[src/rtl/naive_uart_pkg.sv]
// Shared register map, TX state encoding and address decode for the naive_bus UART TX slave.
package naive_uart_pkg;

  localparam logic [1:0] REG_TXDATA = 2'd0;
  localparam logic [1:0] REG_STATUS = 2'd1;
  localparam logic [1:0] REG_BAUD   = 2'd2;

  typedef enum logic [1:0] {IDLE, START, DATA, STOP} tx_state_t;

  // Only the first 16 bytes of the window are mapped; addr[1:0] is don't-care.
  function automatic logic is_reg(input logic [31:0] addr, input logic [1:0] sel);
    return (addr[31:4] == 28'd0) && (addr[3:2] == sel);
  endfunction

endpackage

[src/rtl/naive_bus.sv]
// naive_bus: split read/write request-grant bus with byte enables.
interface naive_bus;
  logic        rd_req;
  logic        rd_gnt;
  logic [3:0]  rd_be;
  logic [31:0] rd_addr;
  logic [31:0] rd_data;
  logic        wr_req;
  logic        wr_gnt;
  logic [3:0]  wr_be;
  logic [31:0] wr_addr;
  logic [31:0] wr_data;

  modport master (output rd_req, rd_be, rd_addr, wr_req, wr_be, wr_addr, wr_data,
                  input  rd_gnt, rd_data, wr_gnt);
  modport slave  (input  rd_req, rd_be, rd_addr, wr_req, wr_be, wr_addr, wr_data,
                  output rd_gnt, rd_data, wr_gnt);
endinterface

[src/rtl/naive_bus_uart_tx_slave_fifo.sv]
// First-word-fall-through synchronous FIFO; level runs 0..DEPTH, pointers wrap mod DEPTH.
module sync_fifo #(
  parameter int WIDTH = 8,
  parameter int DEPTH = 16
) (
  input  logic                     clk,
  input  logic                     rstn,
  input  logic                     push_i,
  input  logic [WIDTH-1:0]         wdata_i,
  input  logic                     pop_i,
  output logic [WIDTH-1:0]         rdata_o,
  output logic                     full_o,
  output logic                     empty_o,
  output logic [$clog2(DEPTH):0]   level_o
);
  localparam int AW = $clog2(DEPTH);
  localparam logic [AW:0]   FULL_L = (AW+1)'(DEPTH);
  localparam logic [AW:0]   ONE_L  = (AW+1)'(1);
  localparam logic [AW-1:0] ONE_P  = AW'(1);

  logic [WIDTH-1:0] mem_q [DEPTH];
  logic [AW-1:0]    wptr_q, rptr_q;
  logic [AW:0]      level_q;

  always_ff @(posedge clk) begin
    if (push_i) mem_q[wptr_q] <= wdata_i;
  end

  always_ff @(posedge clk or negedge rstn) begin
    if (!rstn) begin
      wptr_q  <= '0;
      rptr_q  <= '0;
      level_q <= '0;
    end else begin
      if (push_i) wptr_q <= wptr_q + ONE_P;
      if (pop_i)  rptr_q <= rptr_q + ONE_P;
      case ({push_i, pop_i})
        2'b10:   level_q <= level_q + ONE_L;
        2'b01:   level_q <= level_q - ONE_L;
        default: level_q <= level_q;
      endcase
    end
  end

  assign rdata_o = mem_q[rptr_q];
  assign full_o  = (level_q == FULL_L);
  assign empty_o = (level_q == '0);
  assign level_o = level_q;
endmodule

[src/rtl/naive_bus_uart_tx_slave.sv]
// naive_bus slave wrapping an 8N1 UART transmitter fed by a TX FIFO.
module naive_bus_uart_tx_slave import naive_uart_pkg::*; #(
  parameter int FIFO_DEPTH  = 16,
  parameter int DEFAULT_DIV = 868
) (
  input  logic     clk,
  input  logic     rstn,
  naive_bus.slave  bus,
  output logic     uart_tx,
  output logic     tx_busy
);
  localparam int LW = $clog2(FIFO_DEPTH) + 1;

  logic          wr_tx, wr_baud, wr_fire, push, pop, full, empty;
  logic [7:0]    fifo_rdata;
  logic [LW-1:0] level;
  logic [31:0]   rd_word, rd_data_q;
  logic [15:0]   baud_q, baud_d, div_now;
  tx_state_t     state_q, state_d;
  logic [15:0]   cnt_q, cnt_d, div_q, div_d;
  logic [2:0]    bit_q, bit_d;
  logic [7:0]    sh_q, sh_d;
  logic          tx_q, tx_d, busy_q, busy_d, tick;
  logic          unused_bits;

  assign unused_bits = ^{bus.rd_be, bus.wr_data[31:16], bus.wr_be[3:2]};

  assign wr_tx      = is_reg(bus.wr_addr, REG_TXDATA);
  assign wr_baud    = is_reg(bus.wr_addr, REG_BAUD);
  // Uses the registered full flag: a pop this cycle does not open the gate.
  assign bus.wr_gnt = bus.wr_req & ~(wr_tx & full);
  assign wr_fire    = bus.wr_req & bus.wr_gnt;
  assign push       = wr_fire & wr_tx & bus.wr_be[0];
  assign bus.rd_gnt = bus.rd_req;
  assign bus.rd_data = rd_data_q;

  sync_fifo #(.WIDTH(8), .DEPTH(FIFO_DEPTH)) u_fifo (
    .clk(clk), .rstn(rstn), .push_i(push), .wdata_i(bus.wr_data[7:0]), .pop_i(pop),
    .rdata_o(fifo_rdata), .full_o(full), .empty_o(empty), .level_o(level)
  );

  always_comb begin
    baud_d = baud_q;
    if (wr_fire && wr_baud) begin
      if (bus.wr_be[0]) baud_d[7:0]  = bus.wr_data[7:0];
      if (bus.wr_be[1]) baud_d[15:8] = bus.wr_data[15:8];
    end
  end

  always_comb begin
    rd_word = '0;
    if (is_reg(bus.rd_addr, REG_STATUS))
      rd_word = {16'b0, 8'(level), 5'b0, busy_q, full, empty};
    else if (is_reg(bus.rd_addr, REG_BAUD))
      rd_word = {16'b0, baud_q};
  end

  assign div_now = (baud_q == '0) ? 16'd1 : baud_q;
  // div_q is latched per bit so a BAUD_DIV change takes effect at the next boundary.
  assign tick    = (cnt_q == div_q - 16'd1);

  always_comb begin
    state_d = state_q;
    cnt_d   = cnt_q + 16'd1;
    div_d   = div_q;
    bit_d   = bit_q;
    sh_d    = sh_q;
    pop     = 1'b0;
    if (tick) begin
      cnt_d = '0;
      div_d = div_now;
    end
    case (state_q)
      IDLE: begin
        cnt_d = '0;
        if (!empty) begin
          pop     = 1'b1;
          sh_d    = fifo_rdata;
          div_d   = div_now;
          state_d = START;
        end
      end
      START: if (tick) begin
        bit_d   = '0;
        state_d = DATA;
      end
      DATA: if (tick) begin
        sh_d  = sh_q >> 1;
        bit_d = bit_q + 3'd1;
        if (bit_q == 3'd7) state_d = STOP;
      end
      STOP: if (tick) begin
        if (!empty) begin
          pop     = 1'b1;
          sh_d    = fifo_rdata;
          state_d = START;
        end else begin
          state_d = IDLE;
        end
      end
      default: state_d = IDLE;
    endcase
  end

  always_comb begin
    case (state_q)
      START:   tx_d = 1'b0;
      DATA:    tx_d = sh_q[0];
      default: tx_d = 1'b1;
    endcase
    busy_d = (state_q != IDLE) | ~empty | push;
  end

  always_ff @(posedge clk or negedge rstn) begin
    if (!rstn) begin
      rd_data_q <= '0;
      baud_q    <= 16'(DEFAULT_DIV);
      state_q   <= IDLE;
      cnt_q     <= '0;
      div_q     <= 16'd1;
      bit_q     <= '0;
      sh_q      <= '0;
      tx_q      <= 1'b1;
      busy_q    <= 1'b0;
    end else begin
      if (bus.rd_req) rd_data_q <= rd_word;
      baud_q  <= baud_d;
      state_q <= state_d;
      cnt_q   <= cnt_d;
      div_q   <= div_d;
      bit_q   <= bit_d;
      sh_q    <= sh_d;
      tx_q    <= tx_d;
      busy_q  <= busy_d;
    end
  end

  assign uart_tx = tx_q;
  assign tx_busy = busy_q;
endmodule

[src/flat_wrapper.sv]
// flat-port wrapper written by rule: the top's interface ports become plain ports
module naive_bus_uart_tx_slave_flat import naive_uart_pkg::*;
#(
  parameter int FIFO_DEPTH  = 16,
  parameter int DEFAULT_DIV = 868
)
  (clk, rstn, uart_tx, tx_busy, bus_rd_req, bus_rd_be, bus_rd_addr, bus_wr_req, bus_wr_be, bus_wr_addr, bus_wr_data, bus_rd_gnt, bus_rd_data, bus_wr_gnt);
  naive_bus bus_i ();
  input  logic clk;
  input  logic rstn;
  output logic uart_tx;
  output logic tx_busy;
  input wire logic [$bits(bus_i.rd_req)-1:0] bus_rd_req;
  input wire logic [$bits(bus_i.rd_be)-1:0] bus_rd_be;
  input wire logic [$bits(bus_i.rd_addr)-1:0] bus_rd_addr;
  input wire logic [$bits(bus_i.wr_req)-1:0] bus_wr_req;
  input wire logic [$bits(bus_i.wr_be)-1:0] bus_wr_be;
  input wire logic [$bits(bus_i.wr_addr)-1:0] bus_wr_addr;
  input wire logic [$bits(bus_i.wr_data)-1:0] bus_wr_data;
  output wire logic [$bits(bus_i.rd_gnt)-1:0] bus_rd_gnt;
  output wire logic [$bits(bus_i.rd_data)-1:0] bus_rd_data;
  output wire logic [$bits(bus_i.wr_gnt)-1:0] bus_wr_gnt;
  assign bus_i.rd_req = bus_rd_req;
  assign bus_i.rd_be = bus_rd_be;
  assign bus_i.rd_addr = bus_rd_addr;
  assign bus_i.wr_req = bus_wr_req;
  assign bus_i.wr_be = bus_wr_be;
  assign bus_i.wr_addr = bus_wr_addr;
  assign bus_i.wr_data = bus_wr_data;
  assign bus_rd_gnt = bus_i.rd_gnt;
  assign bus_rd_data = bus_i.rd_data;
  assign bus_wr_gnt = bus_i.wr_gnt;
  naive_bus_uart_tx_slave #(.FIFO_DEPTH(FIFO_DEPTH), .DEFAULT_DIV(DEFAULT_DIV)) u_core (.clk(clk), .rstn(rstn), .bus(bus_i), .uart_tx(uart_tx), .tx_busy(tx_busy));
endmodule
[config.mk]
export PLATFORM = sky130hd
export DESIGN_NAME = naive_bus_uart_tx_slave_flat
export DESIGN_NICKNAME = d
export VERILOG_FILES = /design/src/rtl/naive_uart_pkg.sv /design/src/rtl/naive_bus.sv /design/src/rtl/naive_bus_uart_tx_slave_fifo.sv /design/src/rtl/naive_bus_uart_tx_slave.sv /design/src/flat_wrapper.sv
export SDC_FILE = /design/constraint.sdc
export NUM_CORES = 1
export LEC_CHECK = 0
export ABC_AREA = 1
export BUFFER_PORTS_ARGS = -buffer_cell sky130_fd_sc_hd__clkbuf_2
export CAP_MARGIN = 20
export CORE_MARGIN = 10
export CORE_UTILIZATION = 42
export DETAILED_ROUTE_END_ITERATION = 12
export PLACE_DENSITY_LB_ADDON = 0.05
export SLEW_MARGIN = 20
export SYNTH_ARGS = -nofsm -noshare
export SYNTH_HDL_FRONTEND = slang
export SYNTH_HIERARCHICAL = 1
export SYNTH_SLANG_ARGS = --single-unit
[constraint.sdc]
create_clock -name clk -period 4.38 [get_ports clk]
set_input_delay 0.219 -clock clk [delete_from_list [all_inputs] [get_ports clk]]
set_output_delay 0.219 -clock clk [all_outputs]
set_load 0.05 [all_outputs]
==> results of run 1 <==
-- synthesized netlist by cell type (all sizes together) (7+ instances only) --
master	number	share of area
o21ai	85	0.041
clkbuf	13	0.0048
a21oi	7	0.0036
nand2	279	0.10
nand3	113	0.053
xor2	16	0.013
edfxtp	128	0.35
dfrtp	85	0.20
ha	19	0.022
nor4	18	0.010
dfstp	7	0.017
nor2	164	0.060
a31oi	8	0.0046
nand4	22	0.013
o211ai	25	0.017
nor3	9	0.0056
buf	44	0.031
inv	123	0.042
-- area by class of cell --
cell class              instances  area [sq um]  share of cell area
clock buffers                  41         748.2             0.05996
inverters                     126         473.0             0.03790
repair buffers                121         685.7             0.05495
well taps                     330         412.9             0.03309
multi-input cells             796          3939              0.3157
clock inverters                 7         63.81            0.005114
flip-flops and latches        220          6156              0.4933
-- stage by stage --
stage               power [W]  setup slack, ns  cell area (sq um)  instances    util
finish               0.004933           0.9741              12480       1641  0.4927
detailed placement   0.002927           0.9411              11560       1582  0.4563
global placement     0.002922            1.015              11560       1582  0.4563
CTS                  0.004988           0.9429              12480       1641  0.4927
floorplan            0.002701            1.097              10950       1199       -
global route         0.005158           0.4606              12480       1641  0.4927
-- registers in the layout, summed over array words and instances, names as in the netlist --
signal                 cells
u_core/u_fifo/mem_q      128
u_core/baud_q             16
u_core/bus.rd_data        16
u_core/cnt_q              16
u_core/div_q              16
u_core/sh_q                8
u_core/u_fifo/level_o      5
u_core/u_fifo/rptr_q       4
u_core/u_fifo/wptr_q       4
u_core/bit_q               3
u_core/state_q             2
u_core/tx_busy             1
u_core/uart_tx             1
-- worst min-delay path, cell delays in order --
cell      delay [ns]
clkbuf_2        0.16
nand4_1         0.11
a31oi_1         0.08
-- metal layers --
layer,share of wire,global-route usage,vias up
li1,-,-,4126
met1,0.49,0.2374,3823
met4,0.016,0.03612,0
met5,0,0,-
met3,0.043,0.02697,31
met2,0.45,0.2461,154
-- kinds of logic (layout without fill, tap and decap cells) --
family | after synthesis | after routing
AO/OA/AOI/OAI | 128 | 128
XOR/XNOR | 19 | 19
adder cells (fa/ha/maj) | 19 | 19
buffers and inverters | 183 | 295
flip-flops | 220 | 220
other | 1 | 16
AND/OR/NAND/NOR | 614 | 614
-- power groups by stage --
stage	clock, W	sequential, W	combinational (W)
2_1_floorplan	0	0.00231	0.000392
3_3_place_gp	0	0.00230	0.000623
3_5_place_dp	0	0.00230	0.000628
4_1_cts	0.00208	0.00226	0.000646
5_1_grt	0.00218	0.00226	0.000719
6_report	0.00203	0.00226	0.000644
-- timing repair --
| item | CTS | global route |
|---|---|---|
| buffers inserted | 0 | 0 |
| hold endpoints to repair | 73 | 0 |
| hold buffers | 11 | 0 |
-- final timing paths --
| check | end | slack, ns | cells after the start |
|---|---|---|---|
| min in group asynchronous | u_core/sh_q[7] | 0.36 | 2 |
| max reg2reg | u_core/u_fifo/level_o[4] | 0.97 | 24 |
| max in group asynchronous | u_core/baud_q[6] | 3.07 | 3 |
| min reg2reg | u_core/sh_q[5] | 0.47 | 2 |
| max | u_core/u_fifo/level_o[4] | 0.97 | 24 |
| min | u_core/bus.rd_data[1] | 0.07 | 3 |
==> out/qor.yml, run 1 <==
outcome: "finished clean"
pwr-share-comb: 0.131
dp_hpwl_mm: 18.61
ir_drop_uv: 282.8
worstSkewPairLatency_ns: 0.54
fin_tns_setup_ns: 0
rsz0062_at_grt: "no"
cp.arrival_ns: 3.85
coreArea_sq_um: 25330
synth_area_sq_um: 10900
final_common_cell: "nand2_1"
grt_pass1_wl_mm: 43.44
yosys_most_used_dff: "edfxtp_1"
path_cells: "inv_1 -> ha_1 -> nand2_2 -> nor2_4 -> nand2_1 -> nand2_1 -> nand2_1 -> nand2_1 -> inv_1 -> nand2_1 -> nor2_2 -> nand3_4 -> a21oi_1 -> ha_1 -> nor2_1 -> nor2_1 -> ha_1 -> inv_1 -> nand2_1 -> nand3_1 -> nand2_1 -> nand2_1 -> nand3_1 -> nand2_1"
drt-total-wl_mm: 27.50
clockBufferDepth: 3
fp.dieW_um: 181.1
via_per_inst: 4.957
crit_path_frequent_cell: "nand2_1"
end_kind: "register"
ctsRootBufferMaster: "clkbuf_16"
cpPeakStageDelay_ns: 0.54
powerDensity_nw_per_um2: 395.3
p_sw_w: 0.001323
pwr-share-clk: 0.412
drc: 0
holdWs_ns: 0.07343
avgSynthCellArea_sq_um: 9.204
startpoint: "u_core/div_q[0]"
syn_inst: 1184
hold_class: "input port to register"
numCtsBuffers: 26
clkTransAtPathRegs_ns: 0.06
final_cell_mix: "nand2_1 (257), nor2_1 (154), edfxtp_1 (128)"
placementRows: 58
worstPathMaxFanout: 7
synth_mux_area_frac: 0
final_nets: 1418
synth-edff-count: 128
synthAdderAreaFrac: 0.02181
power.share.sequential: 0.458
ys_seq_area_frac: 0.5648
critPathRequiredTime_ns: 4.82
cts_sinks: 220
htree_num_levels: 1
synthArstFlopShare: 0.4182
tightest_slew_ns: 1.055
netlist-cell-type-count: 42
dieArea_sq_um: 32790
clock.fmax_mhz: 293.6
cpLargestDelayFamily: "simple AND/OR/NAND/NOR gates"
dr.pass1.iters: 5
p_sw_frac: 0.2682
antenna_found_initial: 0
cts_resized: 0
insertedDiodeCount: 0
synth-xor-area-share: 0.01527
drive_above_1_share: 0.1518
vias: 8134
timing.slew.headroom: 0.2941
cts_tree: "yes"
track_usage: 0.1624
hp-start: "bus_rd_addr[2]"
synth_compound_area_frac: 0.06831
drv_slew: 0
setup_viol: 0
drv_cap: 0
portBuffers: 101
period_share: 0.7776
clock-skew-final_ns: 0.02007
internal_power_w: 0.003610
min_period_ns: 3.406
synth_top_family_by_area: "simple AND/OR/NAND/NOR gates"
grt-ovfl-total: 0
num-fill-cells: 2424
grt_max_degree: 92
ant_nets: 0
worst-path-buf-inv: 3
worst_setup_path_start_kind: "register"
yosysWarningCount: 6
die_h_um: 181.1
cellLeakagePower_nw: 5.549
io_pins: 144
syn_to_final_growth_pct: 14.50
r2r_start: "u_core/div_q[0]"
floorplan.initialDensity: 0.4303
drt_iter0_drc: 674
ys_ff_latch: 220
criticalPathCategory: "register to register"
wl_per_cell_um: 16.76
hold_viol: 0
place_congestion: 0.8612
synthSimpleGateAreaFrac: 0.2505
grt_pass1_vias: 7816
slowest_stage: "dfstp_2"
(Power assumes the default switching activity.)
==> inputs of run 2 (changes only) <==
==> constraint.sdc (replaced) <==
create_clock -name clk -period 2.9 [get_ports clk]
set_input_delay 0.145 -clock clk [delete_from_list [all_inputs] [get_ports clk]]
set_output_delay 0.145 -clock clk [all_outputs]
set_load 0.05 [all_outputs]
==> run 2 against run 1 <==
Net effect: clock power is 52% higher; first-iteration DRC count shrank 23%; highest routed layer unchanged; sequential share of layout area down 1.5 points; sequential cell count is the same; setup slack worse by 0.89 ns; wire length is 2.1% higher; non-clock buffer count increased by 33; combinational power up 83%; critical endpoint unchanged; clock skew down 0.0074 ns; power increased by 56%; clock-buffer cell count down 7.
==> out/qor.yml, run 2 (synthesis gave the netlist of run 1 again) <==
clock-skew-final_ns: 0.01267
internal_power_w: 0.005621
ant_nets: 0
power.share.sequential: 0.444
r2r_slack_ns: 0.08
via_per_inst: 5.027
p_sw_w: 0.002063
r2r_start: "u_core/div_q[0]"
rsz0062_at_grt: "yes"
htree_num_levels: 1
hp-start: "bus_wr_data[6]"
end_kind: "register"
r2r-end: "u_core/u_fifo/level_o[4]"
grt_pass1_vias: 8278
syn_to_final_growth_pct: 18.22
p_sw_frac: 0.2685
startpoint: "u_core/div_q[0]"
ctsRootBufferMaster: "clkbuf_16"
worstPathMaxFanout: 6
portBuffers: 101
final_nets: 1451
regMostFlops: "u_core/u_fifo/mem_q"
grt_pass1_wl_mm: 45.08
drt-total-wl_mm: 28.07
pre_cts_ws_ns: 0.04150
hold_class: "input port to register"
tightest_slew_ns: 0.6788
final_common_cell: "nand2_1"
drt_iter0_drc: 520
grt-ovfl-total: 0
clock.fmax_mhz: 355.1
clockBufferDepth: 3
drv_cap: 0
pwr-share-clk: 0.402
clkTransAtPathRegs_ns: 0.06
worstSkewPairLatency_ns: 0.53
setup_ws_ns: 0.08379
dr.pass1.iters: 5
period_share: 0.9711
ir_drop_uv: 553.8
die_h_um: 181.1
dieArea_sq_um: 32790
largest_reg_flops: 128
floorplan.initialDensity: 0.4303
numCtsBuffers: 26
rr_worst_depth: 20
final_core_util: 0.5087
outcome: "finished clean"
fp.dieW_um: 181.1
coreArea_sq_um: 25330
worst_setup_path_start_kind: "register"
timing.slew.headroom: 0.5475
cp.arrival_ns: 3.24
min_period_ns: 2.816
dp_hpwl_mm: 19.51
powerDensity_nw_per_um2: 596.4
wl_per_cell_um: 16.77
criticalPathCategory: "register to register"
cts_sinks: 220
insertedDiodeCount: 0
hold_viol: 0
antenna_found_initial: 0
placementRows: 58
drc: 0
drv_slew: 0
final_cell_mix: "nand2_1 (255), nor2_1 (148), edfxtp_1 (128)"
pwr-share-comb: 0.153
drive_above_1_share: 0.1868
track_usage: 0.1661
io_pins: 144
vias: 8415
setup_viol: 0
critPathCapture: "u_core/u_fifo/level_o[4]"
place_congestion: 0.8715
grt_max_degree: 51
cts_tree: "yes"
critPathRequiredTime_ns: 3.32
cellLeakagePower_nw: 5.736
==> run 2: timing repair <==
item	CTS	global route
hold buffers	12	0
buffers inserted	0	5
endpoints found under the setup margin	0	3
hold endpoints to repair	64	0
gates resized for setup	0	28
==> run 2: cell type report <==
class	count	area, sq um
clock inverters	14	127.6
well taps	330	412.9
multi-input cells	796	4068
flip-flops and latches	220	6158
inverters	126	475.5
repair buffers	154	960.9
clock buffers	34	680.7
fillers	2405	12440
==> run 2: worst min path at each step <==
stage | end | depth (start not counted)
6_report | u_core/baud_q[6] | 3
3_5_place_dp | u_core/sh_q[6] | 1
5_1_grt | u_core/baud_q[6] | 3
4_1_cts | u_core/baud_q[6] | 3
3_3_place_gp | u_core/sh_q[1] | 1
2_1_floorplan | u_core/baud_q[0] | 0
==> run 2: worst max-delay path, stage by stage (launching register included) <==
cell,delay (ns)
dfstp_2,0.57
inv_4,0.06
ha_4,0.26
inv_1,0.03
nand2_1,0.04
nand2_1,0.04
nor2_1,0.13
nand3b_1,0.12
nor2_2,0.17
nand3_4,0.09
a21oi_4,0.24
buf_4,0.15
buf_4,0.16
ha_4,0.15
nand2_1,0.08
o21bai_1,0.13
inv_1,0.06
nand2_1,0.05
nand2_1,0.04
nand3_1,0.06
nand2_1,0.05
==> run 2: routing by layer <==
| layer | track usage | wire, um |
|---|---|---|
| met3 | 0.03377 | 1589 |
| met1 | 0.2369 | 13330 |
| met5 | 0 | 0 |
| met2 | 0.2602 | 12770 |
| met4 | 0.02343 | 385 |
==> run 2: stage by stage <==
stage / total power (W) / area (sq um) / setup TNS [ns] / cells / hold WS (ns)
6_report: 0.007684 / 12880 / 0 / 1674 / 0.07927
5_1_grt: 0.008004 / 12880 / -0.2089 / 1674 / 0.08838
4_1_cts: 0.007648 / 12750 / 0 / 1669 / 0.06428
3_5_place_dp: 0.004507 / 11830 / 0 / 1609 / 0.2381
3_3_place_gp: 0.004503 / 11830 / 0 / 1609 / 0.2380
2_1_floorplan: 0.004110 / 11000 / 0 / 1199 / -0.1506
==> run 2: power by group through the flow <==
stage | Clock (W) | Sequential [W] | Combinational (W)
floorplan | 0 | 0.00349 | 0.000624
global placement | 0 | 0.00347 | 0.00103
global route | 0.00329 | 0.00342 | 0.00129
detailed placement | 0 | 0.00347 | 0.00104
finish | 0.00309 | 0.00341 | 0.00118
CTS | 0.00317 | 0.00341 | 0.00106
